**src/rtl/instr_fetch_pkg.sv**
```systemverilog
// ---------------------------------------------------------------------------
// instr_fetch_pkg
// Shared definitions for the instruction-fetch stage: machine word width,
// default bubble instruction, fetch FSM state encodings and a small address
// helper.
// ---------------------------------------------------------------------------
package instr_fetch_pkg;

  localparam int unsigned WORD_W = 32;

  // Bubble placed in the instruction register on reset, flush and drop.
  localparam logic [WORD_W-1:0] IR_NOP_DEFAULT = 32'h0000_0000;

  typedef enum logic [2:0] {
    st_idle  = 3'd0,
    st_req   = 3'd1,
    st_full  = 3'd2,
    st_drain = 3'd3,
    st_err   = 3'd4
  } fetch_state_e;

  // Instructions are word aligned; any low address bit set is a fetch error.
  function automatic logic word_aligned(input logic [WORD_W-1:0] addr);
    return (addr[1:0] == 2'b00);
  endfunction

endpackage

```
**src/rtl/instr_fetch_if.sv**
```systemverilog
// ---------------------------------------------------------------------------
// instr_fetch_if
// Instruction-memory read channel between the fetch stage and memory.
//   imem_req   : read request, held until imem_ack
//   imem_addr  : read address, stable while imem_req is high
//   imem_ack   : one-cycle acknowledge, imem_rdata valid in the same cycle
//   imem_rdata : instruction word returned by memory
// Modports: master = fetch stage, slave = memory.
// ---------------------------------------------------------------------------
interface instr_fetch_if;
  import instr_fetch_pkg::*;

  logic              imem_req;
  logic [WORD_W-1:0] imem_addr;
  logic              imem_ack;
  logic [WORD_W-1:0] imem_rdata;

  modport master (
    output imem_req,
    output imem_addr,
    input  imem_ack,
    input  imem_rdata
  );

  modport slave (
    input  imem_req,
    input  imem_addr,
    output imem_ack,
    output imem_rdata
  );

endinterface

```
**src/rtl/instr_fetch.sv**
```systemverilog
// ---------------------------------------------------------------------------
// instr_fetch
// Single-entry instruction fetch stage. Reads the word at pc from
// instruction memory, holds it in the instruction register until decode
// consumes it, and pulses PCWre so the PC register advances or redirects.
//
// Ports
//   clk       : clock, all state updates on the rising edge
//   reset     : asynchronous active-low reset
//   pc        : current program counter
//   PCWre     : one-cycle PC write enable (consume or flush)
//   imem      : instruction-memory read channel (master side)
//   flush     : downstream redirect, discards current / in-flight fetch
//   id_ready  : decode accepts ir this cycle
//   ir_valid  : ir / ir_pc / ir_pc4 hold a valid instruction
//   ir        : fetched instruction word
//   ir_pc     : address of ir
//   ir_pc4    : ir_pc + 4 (wraps modulo 2^32)
//   fetch_err : misaligned pc seen; cleared only by flush
// ---------------------------------------------------------------------------
module instr_fetch
  import instr_fetch_pkg::*;
#(
  parameter logic [WORD_W-1:0] IR_NOP = IR_NOP_DEFAULT
) (
  input  logic              clk,
  input  logic              reset,
  input  logic [WORD_W-1:0] pc,
  output logic              PCWre,
  instr_fetch_if.master     imem,
  input  logic              flush,
  input  logic              id_ready,
  output logic              ir_valid,
  output logic [WORD_W-1:0] ir,
  output logic [WORD_W-1:0] ir_pc,
  output logic [WORD_W-1:0] ir_pc4,
  output logic              fetch_err
);

  fetch_state_e      state_r;
  fetch_state_e      state_nxt_s;
  logic              latch_addr_s;
  logic              capture_s;
  logic              drop_s;
  logic              consume_s;

  logic              imem_req_r;
  logic [WORD_W-1:0] imem_addr_r;
  logic              ir_valid_r;
  logic              fetch_err_r;
  logic [WORD_W-1:0] ir_r;
  logic [WORD_W-1:0] ir_pc_r;
  logic [WORD_W-1:0] ir_pc4_r;

  // Next-state and per-cycle control decode for the fetch FSM.
  always_comb begin
    state_nxt_s  = state_r;
    latch_addr_s = 1'b0;
    capture_s    = 1'b0;
    drop_s       = flush;   // any flush turns ir into a bubble
    consume_s    = 1'b0;
    case (state_r)
      st_idle: begin
        if (!word_aligned(pc)) begin
          state_nxt_s = st_err;
        end else begin
          latch_addr_s = 1'b1;
          state_nxt_s  = st_req;
        end
      end
      st_req: begin
        if (flush) begin
          // Ack in the flush cycle: data is simply dropped. Otherwise the
          // request is still outstanding and must be drained.
          if (imem.imem_ack) begin
            state_nxt_s = st_idle;
          end else begin
            state_nxt_s = st_drain;
          end
        end else if (imem.imem_ack) begin
          capture_s   = 1'b1;
          state_nxt_s = st_full;
        end else begin
          state_nxt_s = st_req;
        end
      end
      st_drain: begin
        if (imem.imem_ack) begin
          drop_s      = 1'b1;
          state_nxt_s = st_idle;
        end else begin
          state_nxt_s = st_drain;
        end
      end
      st_full: begin
        // flush has priority over id_ready
        if (flush) begin
          state_nxt_s = st_idle;
        end else if (id_ready) begin
          consume_s   = 1'b1;
          state_nxt_s = st_idle;
        end else begin
          state_nxt_s = st_full;
        end
      end
      st_err: begin
        if (flush) begin
          state_nxt_s = st_idle;
        end else begin
          state_nxt_s = st_err;
        end
      end
      default: begin
        drop_s      = 1'b1;
        state_nxt_s = st_idle;
      end
    endcase
  end

  // State register plus state-decoded status flags, registered from next state.
  always_ff @(posedge clk or negedge reset) begin
    if (!reset) begin
      state_r     <= st_idle;
      imem_req_r  <= 1'b0;
      ir_valid_r  <= 1'b0;
      fetch_err_r <= 1'b0;
    end else begin
      state_r     <= state_nxt_s;
      imem_req_r  <= (state_nxt_s == st_req) || (state_nxt_s == st_drain);
      ir_valid_r  <= (state_nxt_s == st_full);
      fetch_err_r <= (state_nxt_s == st_err);
    end
  end

  // Read address: only loaded in IDLE so it cannot move under a live request.
  always_ff @(posedge clk or negedge reset) begin
    if (!reset) begin
      imem_addr_r <= 32'h0000_0000;
    end else if (latch_addr_s) begin
      imem_addr_r <= pc;
    end else begin
      imem_addr_r <= imem_addr_r;
    end
  end

  // Instruction register with its address and fall-through address.
  always_ff @(posedge clk or negedge reset) begin
    if (!reset) begin
      ir_r     <= IR_NOP;
      ir_pc_r  <= 32'h0000_0000;
      ir_pc4_r <= 32'h0000_0000;
    end else if (capture_s) begin
      ir_r     <= imem.imem_rdata;
      ir_pc_r  <= imem_addr_r;
      ir_pc4_r <= imem_addr_r + 32'd4;   // carry out discarded: wraps to 0
    end else if (drop_s) begin
      ir_r     <= IR_NOP;
    end else begin
      ir_r     <= ir_r;
    end
  end

  // PC write is combinational so the PC register updates on the same edge
  // that retires or redirects; held low while reset is asserted.
  assign PCWre = reset & (flush | consume_s);

  assign imem.imem_req  = imem_req_r;
  assign imem.imem_addr = imem_addr_r;
  assign ir_valid       = ir_valid_r;
  assign fetch_err      = fetch_err_r;
  assign ir             = ir_r;
  assign ir_pc          = ir_pc_r;
  assign ir_pc4         = ir_pc4_r;

endmodule

```
**src/flat_wrapper.sv**
```systemverilog
// flat-port wrapper written by rule: the top's interface ports become plain ports
module instr_fetch_flat import instr_fetch_pkg::*;
#(
  parameter logic [WORD_W-1:0] IR_NOP = IR_NOP_DEFAULT
)
  (clk, reset, pc, PCWre, flush, id_ready, ir_valid, ir, ir_pc, ir_pc4, fetch_err, imem_imem_req, imem_imem_addr, imem_imem_ack, imem_imem_rdata);
  instr_fetch_if imem_i ();
  input  logic clk;
  input  logic reset;
  input  logic [WORD_W-1:0] pc;
  output logic PCWre;
  input  logic flush;
  input  logic id_ready;
  output logic ir_valid;
  output logic [WORD_W-1:0] ir;
  output logic [WORD_W-1:0] ir_pc;
  output logic [WORD_W-1:0] ir_pc4;
  output logic fetch_err;
  output wire logic [$bits(imem_i.imem_req)-1:0] imem_imem_req;
  output wire logic [$bits(imem_i.imem_addr)-1:0] imem_imem_addr;
  input wire logic [$bits(imem_i.imem_ack)-1:0] imem_imem_ack;
  input wire logic [$bits(imem_i.imem_rdata)-1:0] imem_imem_rdata;
  assign imem_imem_req = imem_i.imem_req;
  assign imem_imem_addr = imem_i.imem_addr;
  assign imem_i.imem_ack = imem_imem_ack;
  assign imem_i.imem_rdata = imem_imem_rdata;
  instr_fetch #(.IR_NOP(IR_NOP)) u_core (.clk(clk), .reset(reset), .pc(pc), .PCWre(PCWre), .imem(imem_i), .flush(flush), .id_ready(id_ready), .ir_valid(ir_valid), .ir(ir), .ir_pc(ir_pc), .ir_pc4(ir_pc4), .fetch_err(fetch_err));
endmodule
```
**config.mk**
```make
export PLATFORM = sky130hd
export DESIGN_NAME = instr_fetch_flat
export DESIGN_NICKNAME = d
export VERILOG_FILES = /design/src/rtl/instr_fetch_pkg.sv /design/src/rtl/instr_fetch_if.sv /design/src/rtl/instr_fetch.sv /design/src/flat_wrapper.sv
export SDC_FILE = /design/constraint.sdc
export NUM_CORES = 1
export LEC_CHECK = 0
export BUFFER_PORTS_ARGS = -buffer_cell sky130_fd_sc_hd__clkbuf_2
export CORE_MARGIN = 3
export CORE_UTILIZATION = 45
export CTS_BUF_LIST = sky130_fd_sc_hd__clkbuf_8
export CTS_CLUSTER_DIAMETER = 200
export DETAILED_ROUTE_END_ITERATION = 12
export HOLD_SLACK_MARGIN = 0.15
export PLACE_DENSITY = 0.75
export SYNTH_ARGS = -nofsm -noshare
export SYNTH_HDL_FRONTEND = slang
export SYNTH_SLANG_ARGS = --single-unit
export TNS_END_PERCENT = 5
```
**constraint.sdc**
```tcl
create_clock -name clk -period 6.15 [get_ports clk]
set_input_delay 0.9225 -clock clk [delete_from_list [all_inputs] [get_ports clk]]
set_output_delay 0.9225 -clock clk [all_outputs]
set_load 0.03 [all_outputs]
```
==> impl_metrics.json <==
{
  "synth_cell_types": 44,
  "diodes": 0,
  "powerDensity_nw_per_um2": 533,
  "cts.sinks": 132,
  "pre_cts_slack_ps": 3330,
  "synth_most_common_cell": "dfrtp_1",
  "timing.final.crit_share_pct": 45.3,
  "maxCapViolCount": 0,
  "setup_slack_ps": 3370,
  "grt_start_max_net_pins": 71,
  "numCtsBuffers": 17,
  "final_net_count": 764,
  "areaGrowthSynthToFinish_pct": 27.7,
  "ant_nets": 0,
  "cts_max_level": 4,
  "dieArea_um2": 13600,
  "crit_path_max_incr_delay_ps": 420,
  "synthArstFlopShare_pct": 100,
  "cts_hold_buf": 0,
  "critPathBufInv": 2,
  "regToRegSetupSlack_ps": 3820,
  "arrival_ps": 1860,
  "via_per_inst": 5.34,
  "start_util_pct": 47.0,
  "synth-edff-count": 0,
  "io_pins": 201,
  "port_buffers": 200,
  "met2_length_um": 6470,
  "top_layer": "met4",
  "endpoint_kind": "primary output",
  "synth_cells": 499,
  "ir_drop_mv": 0.317,
  "worstSetupPathType": "primary input to primary output",
  "worst_setup_path_start_kind": "primary input",
  "rows": 39,
  "path_clk_slew_ps": 70,
  "synth_area_leaders": "dfrtp_1 60%, nand2_1 8.1%, mux2_2 6.1%, a22o_1 5.1%, o21ai_0 2.3%",
  "netlist.top_cell.by_area": "dfrtp_1",
  "slew_violations": 0,
  "status": "complete, no violations",
  "fin_area_um2": 7030,
  "first_global_vias": 4433,
  "multiInputGateArea_um2": 2080,
  "wl_per_cell_um": 16.4,
  "worstMarginPinSlew_ps": 1040,
  "first_pass_iters": 4,
  "finalWirelength_um": 13900,
  "hold_class": "primary input to asynchronous set/reset pin",
  "rsz0062_at_grt": "false",
  "clockBufferDepth": 2,
  "critPathLaunch": "reset",
  "required_ps": 5230,
  "cp_num_cells": 3,
  "globalplace.congestion": 0.830,
  "yosysSeqAreaShare_pct": 60.0,
  "place_area_um2": 6620,
  "fin_setup_tns_ps": 0,
  "ys.flop_type": "dfrtp_1",
  "layout-drive-gt1-share_pct": 39.0,
  "dp_hpwl_um": 9690,
  "dr_total_vias": 4517,
  "path_cells": "buf_6, a21boi_0, clkbuf_2",
  "met3_length_um": 1160,
  "antenna_found_initial": 0,
  "final_hold_viol_count": 0,
  "grt_pass1_wl_um": 22200,
  "synth_area_um2": 5510,
  "clock_skew_ps": 8.02,
  "ys_warn_count": 0,
  "synth_nets": 572,
  "critPathSlowestCell": "buf_6",
  "met1Wirelength_um": 5960,
  "die_y_um": 117,
  "regArea_um2": 3300,
  "ys_ff_latch": 132,
  "die_w_um": 117,
  "reg2reg_depth": 5,
  "clk_latency_ps": 430,
  "crit_fanout": 64,
  "nFillCells": 982,
  "crit_family": "buffers and inverters",
  "fmax_mhz": 359,
  "clockRootBuffer": "clkbuf_8",
  "drtIter0Drc": 267,
  "power.leakage_nw": 3.61,
  "cts_tree": "built",
  "core_um2": 11700,
  "synth_common_cells": "132 x dfrtp_1, 119 x nand2_1, 32 x a22o_1",
  "r2r-start": "u_core.imem.imem_addr[2]",
  "finalSetupViolations": 0,
  "period_minus_slack_ps": 2780,
  "slew_headroom_pct": 30.3,
  "cts_resized": 0,
  "postCtsSetupBuffers": 0,
  "track_usage_pct": 21.0,
  "synth_top_area_share_pct": 60.0,
  "drc": 0,
  "grt_overflow": 0,
  "syn_area_per_cell_um2": 11.0
}
[through the flow]
step / utilization [%] / power (mW) / std cells / hold slack, ps
after floorplan: - / 2.48 / 499 / 534
after global placement: 56.5 / 2.99 / 815 / 460
after detailed placement: 56.5 / 3.03 / 815 / 461
after CTS: 60.0 / 3.79 / 846 / 457
after global routing: 60.0 / 3.99 / 846 / 477
final: 60.0 / 3.75 / 846 / 458
[layer usage]
metal | vias to the layer above | GRT usage [%]
li1 | 2142 | -
met3 | 29 | 7.15
met4 | 0 | 8.79
met2 | 174 | 33.7
met1 | 2172 | 26.0
met5 | - | 0
[state kept, by name, summed over array words and instances, names as in the netlist]
name,flops
u_core.ir_pc,30
u_core.imem.imem_req,1
u_core.fetch_err,1
u_core.ir_pc4,32
u_core.imem.imem_addr,32
u_core.state_r,3
u_core.ir_valid,1
u_core.ir,32
[cells by family (layout without fill, tap and decap cells)]
kind of cell             Yosys count  in the layout  synth area share (%)
flip-flops                       132            132                  60.0
multiplexers                      31             31                  6.32
AND/OR/NAND/NOR                  196            196                  16.7
buffers and inverters             36            240                  2.89
adder cells (fa/ha/maj)            4              4                 0.909
AO/OA/AOI/OAI                     87             87                  11.1
XOR/XNOR                          13             13                  2.07
[final cells by class]
class | count | area share, %
clock inverters | 11 | 1.90
clock buffers | 20 | 3.92
inverters | 5 | 0.267
multi-input cells | 331 | 29.6
flip-flops and latches | 132 | 47.0
repair buffers | 204 | 14.8
well taps | 143 | 2.54
[worst paths after layout]
check,to
worst max-delay path,PCWre
worst min-delay path,u_core.ir[27]
worst max register to register,u_core.ir_pc4[30]
worst min register to register,u_core.ir_pc[19]
max in group asynchronous,u_core.imem.imem_addr[13]
min in group clk,u_core.ir_pc[19]
[cell usage in the layout, fill, tap and decap left out, drive strengths merged]
| master | n |
|---|---|
| a2111oi | 2 |
| a211oi | 1 |
| a21boi | 1 |
| a21oi | 4 |
| a22o | 32 |
| a31oi | 13 |
| and2 | 1 |
| and3 | 2 |
| and4 | 3 |
| buf | 5 |
| bufinv | 3 |
| clkbuf | 219 |
| clkinv | 5 |
| clkinvlp | 2 |
| dfrtp | 132 |
| ha | 4 |
| inv | 6 |
| mux2 | 30 |
| mux2i | 1 |
| nand2 | 119 |
| nand2b | 1 |
| nand3 | 12 |
| nand4 | 7 |
| nand4bb | 1 |
| nor2 | 20 |
| nor2b | 3 |
| nor3 | 6 |
| nor4 | 2 |
| nor4bb | 1 |
| o21ai | 25 |
| o2bb2ai | 2 |
| o311ai | 1 |
| o31ai | 6 |
| or3 | 7 |
| or3b | 1 |
| or4 | 8 |
| or4b | 2 |
| xnor2 | 8 |
| xor2 | 5 |
[where the power goes]
group	leakage, nW	internal [mW]	switching (mW)
combinational	1.68	0.461	1.01
clock	0.211	0.426	0.324
sequential	1.72	1.18	0.351
Note: power is estimated with default switching activity, not from simulation.
